==> src/rtl/jump_pkg.sv <==
// Shared types and defaults for the player jump sequencer.
// peak_height gives the apex a jump reaches once rise saturation is applied.
package jump_pkg;

   typedef enum logic [2:0] {
      ST_IDLE,
      ST_RISE,
      ST_HANG,
      ST_FALL,
      ST_COOLDOWN
   } state_t;

   localparam int DEF_TICK_DIV       = 5;
   localparam int DEF_HEIGHT_W       = 8;
   localparam int DEF_STEP           = 4;
   localparam int DEF_RISE_TICKS     = 8;
   localparam int DEF_HANG_TICKS     = 2;
   localparam int DEF_COOLDOWN_TICKS = 4;

   function automatic int peak_height(input int step, input int rise_ticks, input int height_w);
      int max_h;
      int raw;
      max_h = (1 << height_w) - 1;
      raw   = step * rise_ticks;
      return (raw > max_h) ? max_h : raw;
   endfunction

endpackage

==> src/rtl/btn_sync_edge.sv <==
// Two-flop synchronizer for the raw button level followed by a rising-edge detector.
// The edge output is combinational from registered state, so it is valid one cycle after the second flop.
module btn_sync_edge (
   input  logic i_clk,
   input  logic i_rst_n,
   input  logic i_btn,
   output logic o_rise
);

   logic r_sync1;
   logic r_sync2;
   logic r_prev;

   always_ff @(posedge i_clk or negedge i_rst_n) begin
      if (!i_rst_n) begin
         r_sync1 <= 1'b0;
         r_sync2 <= 1'b0;
         r_prev  <= 1'b0;
      end else begin
         r_sync1 <= i_btn;
         r_sync2 <= r_sync1;
         r_prev  <= r_sync2;
      end
   end

   assign o_rise = r_sync2 & ~r_prev;

endmodule

==> src/rtl/jump_sequencer.sv <==
// Tick-aligned player jump: prescaler, press capture and a rise/hang/fall/cooldown FSM
// driving an unsigned height offset.
module jump_sequencer
   import jump_pkg::*;
#(
   parameter int TICK_DIV       = DEF_TICK_DIV,
   parameter int HEIGHT_W       = DEF_HEIGHT_W,
   parameter int STEP           = DEF_STEP,
   parameter int RISE_TICKS     = DEF_RISE_TICKS,
   parameter int HANG_TICKS     = DEF_HANG_TICKS,
   parameter int COOLDOWN_TICKS = DEF_COOLDOWN_TICKS
) (
   input  logic                proc_clk,
   input  logic                reset,
   input  logic                jump_btn,
   input  logic                enable,
   output logic                tick,
   output logic                jump_active,
   output logic [HEIGHT_W-1:0] height,
   output logic                can_jump,
   output logic                land_pulse
);

   localparam int DIV_W = (TICK_DIV > 2) ? $clog2(TICK_DIV) : 1;
   localparam int PH_W  = 16;
   localparam logic [DIV_W-1:0]  DIV_LAST  = DIV_W'(TICK_DIV - 1);
   localparam logic [PH_W-1:0]   RISE_LAST = (RISE_TICKS > 0) ? PH_W'(RISE_TICKS - 1) : '0;
   localparam logic [PH_W-1:0]   HANG_LAST = (HANG_TICKS > 0) ? PH_W'(HANG_TICKS - 1) : '0;
   localparam logic [PH_W-1:0]   COOL_LAST = (COOLDOWN_TICKS > 0) ? PH_W'(COOLDOWN_TICKS - 1) : '0;
   localparam logic [HEIGHT_W:0] STEP_X    = (HEIGHT_W + 1)'(STEP);
   localparam state_t            AFTER_RISE = (HANG_TICKS == 0) ? ST_FALL : ST_HANG;

   logic [DIV_W-1:0]  r_div_cnt;
   state_t            r_state;
   state_t            w_state_next;
   logic [PH_W-1:0]   r_phase_cnt;
   logic [PH_W-1:0]   w_phase_next;
   logic [HEIGHT_W-1:0] r_height;
   logic [HEIGHT_W-1:0] w_height_next;
   logic              r_pending;
   logic              w_pending_next;
   logic              r_land_pulse;
   logic              w_land_next;
   logic              w_btn_rise;
   logic              w_tick;
   logic              w_start;
   logic [HEIGHT_W:0] w_sum;
   logic [HEIGHT_W:0] w_diff;

   btn_sync_edge u_btn (
      .i_clk   (proc_clk),
      .i_rst_n (reset),
      .i_btn   (jump_btn),
      .o_rise  (w_btn_rise)
   );

   always_ff @(posedge proc_clk or negedge reset) begin
      if (!reset) begin
         r_div_cnt <= '0;
      end else if (w_tick) begin
         r_div_cnt <= '0;
      end else begin
         r_div_cnt <= r_div_cnt + DIV_W'(1);
      end
   end

   assign w_tick  = (r_div_cnt == DIV_LAST);
   assign w_start = w_tick && r_pending && enable && (r_state == ST_IDLE);

   // Extra top bit catches overflow on rise and borrow on fall.
   assign w_sum  = {1'b0, r_height} + STEP_X;
   assign w_diff = {1'b0, r_height} - STEP_X;

   // Presses outside IDLE are dropped rather than queued.
   always_comb begin
      w_pending_next = r_pending;
      if (!enable || w_start) begin
         w_pending_next = 1'b0;
      end else if (w_btn_rise && (r_state == ST_IDLE)) begin
         w_pending_next = 1'b1;
      end
   end

   always_comb begin
      w_state_next  = r_state;
      w_phase_next  = r_phase_cnt;
      w_height_next = r_height;
      w_land_next   = 1'b0;
      if (w_tick) begin
         w_phase_next = r_phase_cnt + PH_W'(1);
         case (r_state)
            ST_IDLE: begin
               w_phase_next = '0;
               if (w_start) begin
                  w_state_next = ST_RISE;
               end
            end
            ST_RISE: begin
               w_height_next = w_sum[HEIGHT_W] ? '1 : w_sum[HEIGHT_W-1:0];
               if (r_phase_cnt >= RISE_LAST) begin
                  w_state_next = AFTER_RISE;
                  w_phase_next = '0;
               end
            end
            ST_HANG: begin
               if (r_phase_cnt >= HANG_LAST) begin
                  w_state_next = ST_FALL;
                  w_phase_next = '0;
               end
            end
            ST_FALL: begin
               w_height_next = w_diff[HEIGHT_W] ? '0 : w_diff[HEIGHT_W-1:0];
               if (w_height_next == '0) begin
                  w_state_next = ST_COOLDOWN;
                  w_phase_next = '0;
                  w_land_next  = 1'b1;
               end
            end
            ST_COOLDOWN: begin
               if (r_phase_cnt >= COOL_LAST) begin
                  w_state_next = ST_IDLE;
                  w_phase_next = '0;
               end
            end
            default: begin
               w_state_next = ST_IDLE;
               w_phase_next = '0;
            end
         endcase
      end
   end

   always_ff @(posedge proc_clk or negedge reset) begin
      if (!reset) begin
         r_state      <= ST_IDLE;
         r_phase_cnt  <= '0;
         r_height     <= '0;
         r_pending    <= 1'b0;
         r_land_pulse <= 1'b0;
      end else begin
         r_state      <= w_state_next;
         r_phase_cnt  <= w_phase_next;
         r_height     <= w_height_next;
         r_pending    <= w_pending_next;
         r_land_pulse <= w_land_next;
      end
   end

   assign tick        = w_tick;
   assign jump_active = (r_state == ST_RISE) || (r_state == ST_HANG) || (r_state == ST_FALL);
   assign height      = r_height;
   assign can_jump    = (r_state == ST_IDLE) && enable;
   assign land_pulse  = r_land_pulse;

endmodule
==> config.mk <==
export PLATFORM = sky130hd
export DESIGN_NAME = jump_sequencer
export DESIGN_NICKNAME = d
export VERILOG_FILES = /design/src/rtl/jump_pkg.sv /design/src/rtl/btn_sync_edge.sv /design/src/rtl/jump_sequencer.sv
export SDC_FILE = /design/constraint.sdc
export NUM_CORES = 1
export LEC_CHECK = 0
export ABC_AREA = 1
export ABC_CLOCK_PERIOD_IN_PS = 4200
export CORE_MARGIN = 1
export CORE_UTILIZATION = 40
export CTS_CLUSTER_SIZE = 25
export DETAILED_ROUTE_END_ITERATION = 10
export REMOVE_ABC_BUFFERS = 1
export SLEW_MARGIN = 20
export SYNTH_ARGS = -nofsm -noshare
export SYNTH_HDL_FRONTEND = slang
export SYNTH_SLANG_ARGS = --single-unit
==> constraint.sdc <==
create_clock -name proc_clk -period 4.2 [get_ports proc_clk]
set_clock_uncertainty 0.2 [all_clocks]
set_input_delay 0.42 -clock proc_clk [delete_from_list [all_inputs] [get_ports proc_clk]]
set_output_delay 0.42 -clock proc_clk [all_outputs]
set_load 0.02 [all_outputs]
==> impl_metrics.tcl <==
set metrics [dict create \
    grt_pass1_vias 1806 \
    power.total_mw 1.339 \
    postRouteAntennaNets 0 \
    n_fill_cell 568 \
    final-seq-area_sq_um 875.8 \
    placed_area_sq_mm 0.002496 \
    ys_types 31 \
    hold_slack_ns 0.01994 \
    p_clk_frac 0.229 \
    grt-ovfl-total 0 \
    antenna_found_initial 0 \
    synth-seq-cells 35 \
    worstSetupStartpointType "flip-flop" \
    grt_pass1_wl_um 8266 \
    cts_buffers 5 \
    netSwitchingPower_mw 0.5756 \
    grt_max_degree 36 \
    period_share 0.6843 \
    power_leakage_nw 1.379 \
    io_pins 16 \
    cts_setup_buffers 0 \
    ys.warnings.count 0 \
    vias_per_cell 4.836 \
    areaGrowthSynthToFinish_pct 14.75 \
    reg2reg_from "r_div_cnt[0]" \
    layout.cells.non_filler 391 \
    status "complete, no violations" \
    core_area_sq_mm 0.005507 \
    crit_arrival_ns 2.25 \
    cp.required_ns 3.58 \
    r2r_cells 9 \
    irDropWorstVdd_v 0.0002921 \
    multi_input_area_sq_mm 0.001205 \
    finalSetupTns_ns 0 \
    slew_violations 0 \
    r2r_setup_slack_ns 1.98 \
    die_area_sq_mm 0.005989 \
    drive_above_1_share 0.1191 \
    final_hold_viol_count 0 \
    cts_hold_buf 0 \
    start_util 0.4129 \
    r2r_end "r_phase_cnt[1]" \
    cts.clk_slew.worst_paths_ns 0.08 \
    syn_area_sq_mm 0.002273 \
    clkLatencyLatePin_ns 0.29 \
    root_buffer "clkbuf_8" \
    fp.dieW_um 77.39 \
    yosysSeqAreaShare 0.3853 \
    p_per_area_mw_per_mm2 513.4 \
    min_period_ns 2.874 \
    tightest_slew_ns 0.8040 \
    avgRoutedWirePerCell_um 11.54 \
    layout.nets 330 \
    cts_resized 0 \
    cts_buffer_depth 2 \
    std_cell_rows 27 \
    htreeDepth 2 \
    critPathMaxFanout 18 \
    remaining_drc_errors 0 \
    criticalPathCategory "reg2out" \
    io_buffers 15 \
    drv_cap 0 \
    rsz0062_at_grt "false" \
    synthCells 298 \
    power.share.sequential 0.307 \
    clkSinkCount 35 \
    vias 1891 \
    design_area_sq_mm 0.002609 \
    hold_class "in2async" \
    setup_viol 0 \
    pwr-share-comb 0.464 \
    avgSynthCellArea_sq_um 7.629 \
    die_h_um 77.39 \
    drt_iter0_markers 64 \
    dp_hpwl_um 3240 \
    grtUsageTotal 0.1720 \
    placedCellCount 383 \
    endpoint_kind "output port" \
    first_pass_iters 4 \
    max_slew_margin 0.4640 \
    antenna_cells 0 \
    fmax_mhz 347.9 \
    swShare 0.4298 \
    gp_congestion 0.9107 \
    intPower_mw 0.7638 \
    tritoncts "built" \
    routed_wl_um 4514 \
]
-- Yosys cell counts --
library cell / instances / area, sq um
a21oi_1: 3 / 15.01
buf_2: 1 / 5.000
xor2_1: 16 / 140.1
buf_8: 1 / 15.01
nor2_4: 1 / 11.26
o21ai_0: 8 / 40.04
mux2i_1: 2 / 20.02
o21bai_1: 1 / 7.510
or2_2: 2 / 12.51
nand2_4: 2 / 22.52
nand3_2: 12 / 120.1
nor3_1: 5 / 25.02
nor2_1: 24 / 90.09
inv_1: 40 / 150.1
a22oi_1: 1 / 7.510
a32oi_1: 1 / 8.760
nor2_2: 3 / 18.77
nand4_1: 6 / 37.54
xnor2_1: 1 / 8.760
nand3b_1: 1 / 7.510
ha_1: 8 / 100.1
a31oi_1: 1 / 6.260
dfrtp_1: 35 / 875.8
nand3_1: 24 / 120.1
nand3_4: 1 / 17.52
nand2_2: 1 / 6.260
clkbuf_1: 2 / 7.510
nand2_1: 86 / 322.8
o211ai_1: 4 / 30.03
inv_2: 4 / 15.01
o21ai_2: 1 / 8.760
-- metal layers --
layer | up-vias | track usage | wire length (um)
met2 | 27 | 0.2761 | 2041
met3 | 5 | 0.04118 | 150
met5 | - | 0 | 0
li1 | 983 | - | -
met4 | 0 | 0.04906 | 41
met1 | 876 | 0.2299 | 2280
-- worst max-delay path: stages, from the launching register on --
cell	delay [ns]
dfrtp_1	0.40
inv_1	0.07
ha_1	0.14
nand2_1	0.36
inv_2	0.35
clkdlybuf4s50_1	0.65
-- worst max path at each step --
| stage | from | cells past startpoint | to |
|---|---|---|---|
| global placement | r_div_cnt[0] | 5 | tick |
| finish | r_div_cnt[0] | 5 | tick |
| floorplan | r_div_cnt[0] | 8 | r_phase_cnt[0] |
| detailed placement | r_div_cnt[0] | 5 | tick |
| CTS | r_div_cnt[0] | 5 | tick |
| global route | r_div_cnt[0] | 5 | tick |
-- power by group through the flow --
stage | registers (mW) | clock network [mW] | logic [mW]
after floorplan | 0.427 | 0 | 0.433
after global placement | 0.418 | 0 | 0.616
after detailed placement | 0.417 | 0 | 0.623
after CTS | 0.412 | 0.316 | 0.626
after global routing | 0.418 | 0.327 | 0.709
final | 0.412 | 0.307 | 0.621
-- area by class of cell --
type | count | share of cell area
clock inverters | 3 | 0.01679
repair buffers | 17 | 0.06139
multi-input cells | 215 | 0.4619
well taps | 72 | 0.03453
inverters | 44 | 0.06331
flip-flops and latches | 35 | 0.3357
clock buffers | 5 | 0.02638
-- kinds of logic (layout without fill, tap and decap cells) --
family | after synthesis | count (layout) | synth area share
flops | 35 | 35 | 0.3853
simple gates | 168 | 168 | 0.3572
xor+xnor | 17 | 17 | 0.06549
fa+ha+maj | 8 | 8 | 0.04403
buf+inv | 48 | 69 | 0.08475
mux | 2 | 2 | 0.008806
compound gates | 20 | 20 | 0.05449
-- flip-flops by register name (all words and copies together), names as in the netlist --
| register | flops |
|---|---|
| height | 8 |
| land_pulse | 1 |
| r_div_cnt | 3 |
| r_pending | 1 |
| r_phase_cnt | 16 |
| r_state | 3 |
| u_btn.r_prev | 1 |
| u_btn.r_sync1 | 1 |
| u_btn.r_sync2 | 1 |
-- cells in the final DEF (no fill, tap or decap), drive strengths merged --
master	n
xor2	16
dfrtp	35
nor2	28
or2	2
clkbuf	5
o21ai	9
ha	8
clkdlybuf4s50	14
nand2	89
o21bai	1
clkinv	2
a22oi	1
buf	3
nand4	6
a31oi	1
nand3b	1
nor3	5
o211ai	4
a32oi	1
xnor2	1
mux2i	2
nand3	37
bufinv	1
inv	44
a21oi	3
-- per-stage QoR --
step                      utilization  worst slack, ns
after floorplan                     -            1.895
after global placement         0.4533            1.668
after detailed placement       0.4533            1.636
after CTS                      0.4738            1.309
after global routing           0.4738            1.191
final                          0.4738            1.326
Power figures use the tool's default switching activity.
